**config.mk**
```make
export PLATFORM = sky130hd
export DESIGN_NAME = mprj_wb_mailbox_flat
export DESIGN_NICKNAME = d
export VERILOG_FILES = /design/src/rtl/mprj_wb_mailbox_if.sv /design/src/rtl/mprj_wb_mailbox.sv /design/src/flat_wrapper.sv
export SDC_FILE = /design/constraint.sdc
export NUM_CORES = 1
export LEC_CHECK = 0
export BUFFER_PORTS_ARGS = -buffer_cell sky130_fd_sc_hd__buf_4
export CORE_MARGIN = 8
export CORE_UTILIZATION = 30
export DETAILED_ROUTE_END_ITERATION = 10
export SLEW_MARGIN = 10
export SYNTH_ARGS = -nofsm -noshare
export SYNTH_HDL_FRONTEND = slang
export SYNTH_SLANG_ARGS = --single-unit
export TNS_END_PERCENT = 5
```
**constraint.sdc**
```tcl
create_clock -name core_clk -period 4.5 [get_ports core_clk]
set_input_delay 0.45 -clock core_clk [delete_from_list [all_inputs] [get_ports core_clk]]
set_output_delay 0.45 -clock core_clk [all_outputs]
set_load 0.01 [all_outputs]
```
**src/rtl/mprj_wb_mailbox_if.sv**
```systemverilog
// Wishbone classic bus bundle for the user-project mailbox responder.
interface mprj_wb_mailbox_if;
   logic        wb_cyc_i;
   logic        wb_stb_i;
   logic        wb_we_i;
   logic [3:0]  wb_sel_i;
   logic [31:0] wb_adr_i;
   logic [31:0] wb_dat_i;
   logic        wb_ack_o;
   logic [31:0] wb_dat_o;

   modport slave (
      input  wb_cyc_i, wb_stb_i, wb_we_i, wb_sel_i, wb_adr_i, wb_dat_i,
      output wb_ack_o, wb_dat_o
   );

   modport master (
      output wb_cyc_i, wb_stb_i, wb_we_i, wb_sel_i, wb_adr_i, wb_dat_i,
      input  wb_ack_o, wb_dat_o
   );
endinterface

```
**src/rtl/mprj_wb_mailbox.sv**
```systemverilog
// Wishbone mailbox responder: C2U and U2C FIFOs, STATUS with sticky error flags,
// IRQ_EN mask, registered ack after WAIT_STATES extra cycles, level interrupt.
module mprj_wb_mailbox #(
   parameter logic [31:0] BASE_ADR    = 32'h3000_0000,
   parameter int          FIFO_DEPTH  = 8,
   parameter int          WAIT_STATES = 0
) (
   input  logic               core_clk,
   input  logic               core_rstn,
   mprj_wb_mailbox_if.slave   wb,
   // User side: a word moves when en is high and valid/ready is high in the same cycle;
   // rd_en with valid low and wr_en with ready low never move data.
   output logic               usr_rd_valid,
   output logic [31:0]        usr_rd_data,
   input  logic               usr_rd_en,
   input  logic               usr_wr_en,
   input  logic [31:0]        usr_wr_data,
   output logic               usr_wr_ready,
   output logic               irq_o,
   output logic [1:0]         dbg_state_o
);
   localparam int AW = $clog2(FIFO_DEPTH);
   localparam int CW = AW + 1;
   localparam logic [CW-1:0] FULL_CNT = CW'(FIFO_DEPTH);
   localparam logic [3:0]    WS_LAST  = 4'(WAIT_STATES - 1);

   typedef enum logic [1:0] {S_IDLE = 2'd0, S_WAIT = 2'd1, S_ACK = 2'd2} state_t;

   state_t          state_q, state_d;
   logic [3:0]      wcnt_q, wcnt_d;
   logic            we_q;
   logic [3:0]      sel_q;
   logic [5:0]      off_q;
   logic [31:0]     dat_q;
   logic [2:0]      flags_q, flags_d;
   logic [2:0]      irq_en_q, irq_en_d;
   logic            irq_q, irq_d;
   logic [CW-1:0]   c2u_cnt_q, c2u_cnt_d, u2c_cnt_q, u2c_cnt_d;
   logic [AW-1:0]   c2u_wp_q, c2u_rp_q, u2c_wp_q, u2c_rp_q;
   logic [31:0]     c2u_mem [FIFO_DEPTH];
   logic [31:0]     u2c_mem [FIFO_DEPTH];

   logic hit, start, in_ack;
   logic wr_tx, rd_rx, wr_st, wr_ie;
   logic c2u_full, c2u_empty, u2c_full, u2c_empty;
   logic c2u_push, c2u_pop, u2c_push, u2c_pop;
   logic [31:0] tx_word, status, rd_mux;
   logic unused_adr;

   assign unused_adr = ^wb.wb_adr_i[1:0];
   assign hit        = wb.wb_adr_i[31:8] == BASE_ADR[31:8];

   always_comb begin
      state_d = state_q;
      wcnt_d  = wcnt_q;
      start   = 1'b0;
      case (state_q)
         S_IDLE: begin
            if (wb.wb_cyc_i && wb.wb_stb_i && hit) begin
               start   = 1'b1;
               wcnt_d  = 4'd0;
               state_d = (WAIT_STATES == 0) ? S_ACK : S_WAIT;
            end
         end
         S_WAIT: begin
            if (!wb.wb_cyc_i)          state_d = S_IDLE;
            else if (wcnt_q == WS_LAST) state_d = S_ACK;
            else                        wcnt_d  = wcnt_q + 4'd1;
         end
         S_ACK:   state_d = S_IDLE;
         default: state_d = S_IDLE;
      endcase
   end

   assign in_ack = state_q == S_ACK;
   assign wr_tx  = in_ack &&  we_q && off_q == 6'd0;
   assign rd_rx  = in_ack && !we_q && off_q == 6'd1;
   assign wr_st  = in_ack &&  we_q && off_q == 6'd2 && sel_q[0];
   assign wr_ie  = in_ack &&  we_q && off_q == 6'd3 && sel_q[0];

   assign c2u_full  = c2u_cnt_q == FULL_CNT;
   assign c2u_empty = c2u_cnt_q == '0;
   assign u2c_full  = u2c_cnt_q == FULL_CNT;
   assign u2c_empty = u2c_cnt_q == '0;

   // Full/empty are judged on the pre-cycle counts, so a same-cycle pop never rescues a push.
   assign c2u_push = wr_tx && !c2u_full;
   assign c2u_pop  = usr_rd_en && !c2u_empty;
   assign u2c_push = usr_wr_en && !u2c_full;
   assign u2c_pop  = rd_rx && !u2c_empty;

   assign tx_word = {sel_q[3] ? dat_q[31:24] : 8'h00, sel_q[2] ? dat_q[23:16] : 8'h00,
                     sel_q[1] ? dat_q[15:8]  : 8'h00, sel_q[0] ? dat_q[7:0]   : 8'h00};
   assign status  = {8'h00, 8'(u2c_cnt_q), 8'(c2u_cnt_q), 1'b0, flags_q,
                     u2c_full, u2c_empty, c2u_full, c2u_empty};

   always_comb begin
      c2u_cnt_d = c2u_cnt_q + CW'(c2u_push) - CW'(c2u_pop);
      u2c_cnt_d = u2c_cnt_q + CW'(u2c_push) - CW'(u2c_pop);
      // flags: [0] C2U_OVF, [1] UDF, [2] U2C_OVF; a set in the clearing cycle wins.
      flags_d   = (flags_q & ~(wr_st ? dat_q[6:4] : 3'b000)) |
                  {usr_wr_en && u2c_full, rd_rx && u2c_empty, wr_tx && c2u_full};
      irq_en_d  = wr_ie ? dat_q[2:0] : irq_en_q;
      irq_d     = |(irq_en_q & {|flags_q, !u2c_empty, c2u_empty});
      case (off_q)
         6'd1:    rd_mux = u2c_empty ? 32'h0 : u2c_mem[u2c_rp_q];
         6'd2:    rd_mux = status;
         6'd3:    rd_mux = {29'h0, irq_en_q};
         default: rd_mux = 32'h0;
      endcase
   end

   always_ff @(posedge core_clk or negedge core_rstn) begin
      if (!core_rstn) begin
         state_q   <= S_IDLE;
         wcnt_q    <= 4'd0;
         we_q      <= 1'b0;
         sel_q     <= 4'd0;
         off_q     <= 6'd0;
         dat_q     <= 32'h0;
         flags_q   <= 3'b000;
         irq_en_q  <= 3'b000;
         irq_q     <= 1'b0;
         c2u_cnt_q <= '0;
         u2c_cnt_q <= '0;
         c2u_wp_q  <= '0;
         c2u_rp_q  <= '0;
         u2c_wp_q  <= '0;
         u2c_rp_q  <= '0;
      end else begin
         state_q   <= state_d;
         wcnt_q    <= wcnt_d;
         if (start) begin
            we_q  <= wb.wb_we_i;
            sel_q <= wb.wb_sel_i;
            off_q <= wb.wb_adr_i[7:2];
            dat_q <= wb.wb_dat_i;
         end
         flags_q   <= flags_d;
         irq_en_q  <= irq_en_d;
         irq_q     <= irq_d;
         c2u_cnt_q <= c2u_cnt_d;
         u2c_cnt_q <= u2c_cnt_d;
         if (c2u_push) c2u_wp_q <= c2u_wp_q + 1'b1;
         if (c2u_pop)  c2u_rp_q <= c2u_rp_q + 1'b1;
         if (u2c_push) u2c_wp_q <= u2c_wp_q + 1'b1;
         if (u2c_pop)  u2c_rp_q <= u2c_rp_q + 1'b1;
      end
   end

   always_ff @(posedge core_clk) begin
      if (c2u_push) c2u_mem[c2u_wp_q] <= tx_word;
      if (u2c_push) u2c_mem[u2c_wp_q] <= usr_wr_data;
   end

   assign wb.wb_ack_o  = in_ack;
   assign wb.wb_dat_o  = (in_ack && !we_q) ? rd_mux : 32'h0;
   assign usr_rd_valid = !c2u_empty;
   assign usr_rd_data  = c2u_mem[c2u_rp_q];
   assign usr_wr_ready = !u2c_full;
   assign irq_o        = irq_q;
   assign dbg_state_o  = state_q;
endmodule

```
**src/flat_wrapper.sv**
```systemverilog
// flat-port wrapper written by rule: the top's interface ports become plain ports
module mprj_wb_mailbox_flat 
#(
   parameter logic [31:0] BASE_ADR    = 32'h3000_0000,
   parameter int          FIFO_DEPTH  = 8,
   parameter int          WAIT_STATES = 0
)
  (core_clk, core_rstn, usr_rd_valid, usr_rd_data, usr_rd_en, usr_wr_en, usr_wr_data, usr_wr_ready, irq_o, dbg_state_o, wb_wb_cyc_i, wb_wb_stb_i, wb_wb_we_i, wb_wb_sel_i, wb_wb_adr_i, wb_wb_dat_i, wb_wb_ack_o, wb_wb_dat_o);
  mprj_wb_mailbox_if wb_i ();
  input  logic core_clk;
  input  logic core_rstn;
  output logic usr_rd_valid;
  output logic [31:0] usr_rd_data;
  input  logic usr_rd_en;
  input  logic usr_wr_en;
  input  logic [31:0] usr_wr_data;
  output logic usr_wr_ready;
  output logic irq_o;
  output logic [1:0] dbg_state_o;
  input wire logic [$bits(wb_i.wb_cyc_i)-1:0] wb_wb_cyc_i;
  input wire logic [$bits(wb_i.wb_stb_i)-1:0] wb_wb_stb_i;
  input wire logic [$bits(wb_i.wb_we_i)-1:0] wb_wb_we_i;
  input wire logic [$bits(wb_i.wb_sel_i)-1:0] wb_wb_sel_i;
  input wire logic [$bits(wb_i.wb_adr_i)-1:0] wb_wb_adr_i;
  input wire logic [$bits(wb_i.wb_dat_i)-1:0] wb_wb_dat_i;
  output wire logic [$bits(wb_i.wb_ack_o)-1:0] wb_wb_ack_o;
  output wire logic [$bits(wb_i.wb_dat_o)-1:0] wb_wb_dat_o;
  assign wb_i.wb_cyc_i = wb_wb_cyc_i;
  assign wb_i.wb_stb_i = wb_wb_stb_i;
  assign wb_i.wb_we_i = wb_wb_we_i;
  assign wb_i.wb_sel_i = wb_wb_sel_i;
  assign wb_i.wb_adr_i = wb_wb_adr_i;
  assign wb_i.wb_dat_i = wb_wb_dat_i;
  assign wb_wb_ack_o = wb_i.wb_ack_o;
  assign wb_wb_dat_o = wb_i.wb_dat_o;
  mprj_wb_mailbox #(.BASE_ADR(BASE_ADR), .FIFO_DEPTH(FIFO_DEPTH), .WAIT_STATES(WAIT_STATES)) u_core (.core_clk(core_clk), .core_rstn(core_rstn), .wb(wb_i), .usr_rd_valid(usr_rd_valid), .usr_rd_data(usr_rd_data), .usr_rd_en(usr_rd_en), .usr_wr_en(usr_wr_en), .usr_wr_data(usr_wr_data), .usr_wr_ready(usr_wr_ready), .irq_o(irq_o), .dbg_state_o(dbg_state_o));
endmodule
```
==> impl_metrics.tcl <==
set metrics [dict create \
    status "finished, final reports clean" \
    critPathSlowestCell "dfrtp_4" \
    wl_mm 51.08 \
    critical_path_class "reg -> out" \
    grtUsageTotal 0.1184 \
    cts_root_buffer "clkbuf_16" \
    drc 0 \
    critPathRequiredTime_ps 4050 \
    rsz0062_at_grt "no" \
    vias 10850 \
    grt_pass1_wl_mm 76.83 \
    ys_ff_latch 583 \
    ys_async_sr_fraction 0.1218 \
    crit_chain "mux4_2 > mux2i_1 > o2bb2ai_1 > buf_4" \
    finalMaxSlewViolations 0 \
    finalHoldViolCount 0 \
    layout.nets 1405 \
    worst_ep_arrival_time_ps 3000 \
    cts.sinks 583 \
    hold_slack_ps 68.04 \
    rr_endpoint "u_core.c2u_mem[6][26]" \
    initial_core_util 0.3015 \
    ys_seq_area_frac 0.7515 \
    hold_end "u_core.dat_q[26]" \
    die_h_um 291.8 \
    antenna_found_initial 8 \
    dpl.hpwl_mm 31.44 \
    drtPass1Iterations 4 \
    worst_hold_path.num_cells 2 \
    hold_buffers 1 \
    cts_tree "done" \
    setup_tns_ps 0 \
    peakVddDrop_uv 341.7 \
    r2r_cells 5 \
    setup_viol 0 \
    clkSlewWorstSetupHoldPaths_ps 60 \
    area_growth_pct 20.03 \
    yosysWarnings 0 \
    grt_pass1_vias 11790 \
    synth_area_per_cell_um2 21.33 \
    core.rowCount 101 \
    r2r_setup_slack_ps 1450 \
    worst_pin_slew_ps 1050 \
    fp.dieArea_mm2 0.08516 \
    critical_path_peak_fanout 53 \
    fmax_mhz 290.0 \
    htree_num_levels 2 \
    wire_per_inst_um 22.12 \
    power_leakage_uw 0.008525 \
    grt_max_degree 54 \
    min_path_type "in -> reg" \
    dp_slack_ps 1370 \
    antenna_left 0 \
    finClkSkew_ps 14.21 \
    grt_overflow_total 0 \
    power.density_mw_per_mm2 466.7 \
    core_area_mm2 0.07570 \
    viasPerCell 4.699 \
    gp_congestion 0.7933 \
    fp.dieW_um 291.8 \
    start_kind "register" \
    endpoint_kind "primary output" \
    synth_fp_nets 1195 \
    period_share 0.7664 \
    synthCells 1070 \
    yosysUniqueCellTypes 44 \
    clock_latency_ps 610 \
    io_buffers 173 \
    finalCriticalPeriod_ps 3449 \
    cts_made_buffers 59 \
    layout-drive-gt1-share 0.3955 \
    synth_edf_count 512 \
    slew-limit-headroom 0.3001 \
    ctsResizeCount 0 \
    finalWorstSetupSlack_ps 1051 \
    initialDrtViolationCount 752 \
    maxCapViolations 0 \
    synth_area_mm2 0.02282 \
    slowest_delay_ps 1060 \
    post_cts_buffers 0 \
    min_from "wb_wb_dat_i[26]" \
    io_pins 177 \
    synth_top_flop_cell "edfxtp_1" \
    clockBufferDepth 3 \
    r2r_start "u_core.off_q[3]" \
]
layout by cell type, fill, tap and decap left out, types with 3 or more instances in the layout:
cell type	Yosys	layout
dfrtp_2	0	3
clkinv_1	0	7
mux2i_1	32	32
buf_4	2	195
dfrtp_1	71	65
inv_1	22	22
mux4_2	128	128
nand2_1	11	11
dfrtp_4	0	3
bufinv_16	0	4
buf_12	0	4
clkbuf_1	23	14
clkbuf_16	0	61
edfxtp_1	512	512
xor2_1	4	4
nand2b_1	6	6
clkinv_2	0	15
clkinvlp_4	0	3
nor2b_1	3	3
nor4_1	4	4
nand4_1	5	5
and2_1	33	33
mux2_2	82	82
a21oi_1	4	4
ha_1	16	16
nor2_4	0	12
nor2_1	33	21
clkbuf_8	0	4
nor3_2	1	5
xnor2_1	8	8
o2bb2ai_1	13	13
synthesized netlist by cell type, types with 13 or more instances:
cell,count,area (um^2)
and2_1,33,206.5
buf_2,17,85.08
clkbuf_1,23,86.33
dfrtp_1,71,1777
edfxtp_1,512,15370
ha_1,16,200.2
inv_1,22,82.58
mux2_2,82,923.4
mux2i_1,32,320.3
mux4_2,128,2883
nor2_1,33,123.9
o2bb2ai_1,13,113.9
stage by stage:
| step | total power, uW | instance area [um^2] | instances | util |
|---|---|---|---|---|
| after floorplan | 7549 | 22820 | 1070 | - |
| after detailed placement | 8156 | 25470 | 2196 | 0.3364 |
| after global routing | 13300 | 27390 | 2308 | 0.3619 |
| after global placement | 8116 | 25470 | 2196 | 0.3364 |
| after CTS | 12980 | 27390 | 2308 | 0.3619 |
| final | 12780 | 27390 | 2309 | 0.3619 |
how the worst max path moves through the flow:
stage | endpoint | slack (ps) | startpoint | cells after the start
6_report | wb_wb_dat_o[11] | 1050 | u_core.u2c_rp_q[1] | 4
5_1_grt | wb_wb_dat_o[11] | 820 | u_core.u2c_rp_q[1] | 4
4_1_cts | wb_wb_dat_o[30] | 960 | u_core.u2c_rp_q[1] | 5
3_5_place_dp | u_core.c2u_mem[6][27] | 1370 | u_core.off_q[3] | 5
3_3_place_gp | u_core.c2u_mem[6][24] | 1470 | u_core.off_q[3] | 5
2_1_floorplan | u_core.c2u_mem[4][0] | 340 | u_core.off_q[3] | 4
logic make-up after synthesis:
family,Yosys count,synth area share
other cells,1,0.0001643
buf+inv,73,0.01458
fa+ha+maj,18,0.01053
mux,244,0.1818
compound gates,26,0.008936
simple gates,113,0.02790
flops,583,0.7515
xor+xnor,12,0.004605
worst max-delay path, delay by kind of cell, from the launching register on:
family	cells	cell delay, ps
AOI/OAI and AO/OA	1	180
buffers and inverters	1	180
DFF	1	1060
muxes	2	910
state kept, by name, summed over array words and instances (netlist names), 3 cells and up:
register,flops
u_core.c2u_mem,256
u_core.u2c_mem,256
u_core.dat_q,32
u_core.off_q,6
u_core.c2u_cnt_q,4
u_core.sel_q,4
u_core.u2c_cnt_q,4
u_core.c2u_rp_q,3
u_core.c2u_wp_q,3
u_core.flags_q,3
u_core.irq_en_q,3
u_core.u2c_rp_q,3
u_core.u2c_wp_q,3
report_power, final:
part / switching (uW) / internal, uW
registers: 323 / 6290
logic: 754 / 620
clock network: 2020 / 2780
total: 3090 / 9690
layer usage:
metal  part of all wire  global-route usage  vias to the layer above
met4              0.019             0.02792                        6
met5            0.00078                   0                        -
met2               0.48              0.1979                      280
met3              0.070             0.03395                       76
li1                   -                   -                     4773
met1               0.43              0.1520                     5714
cell type report:
| type | count | area (um^2) |
|---|---|---|
| diodes | 1 | 2.502 |
| clock buffers | 79 | 1634 |
| clock inverters | 32 | 281.5 |
| fillers | 6892 | 48300 |
| inverters | 22 | 82.58 |
| multi-input cells | 414 | 5449 |
| flip-flops and latches | 583 | 17170 |
| well taps | 978 | 1224 |
| repair buffers | 200 | 1554 |
(Power assumes the default switching activity.)
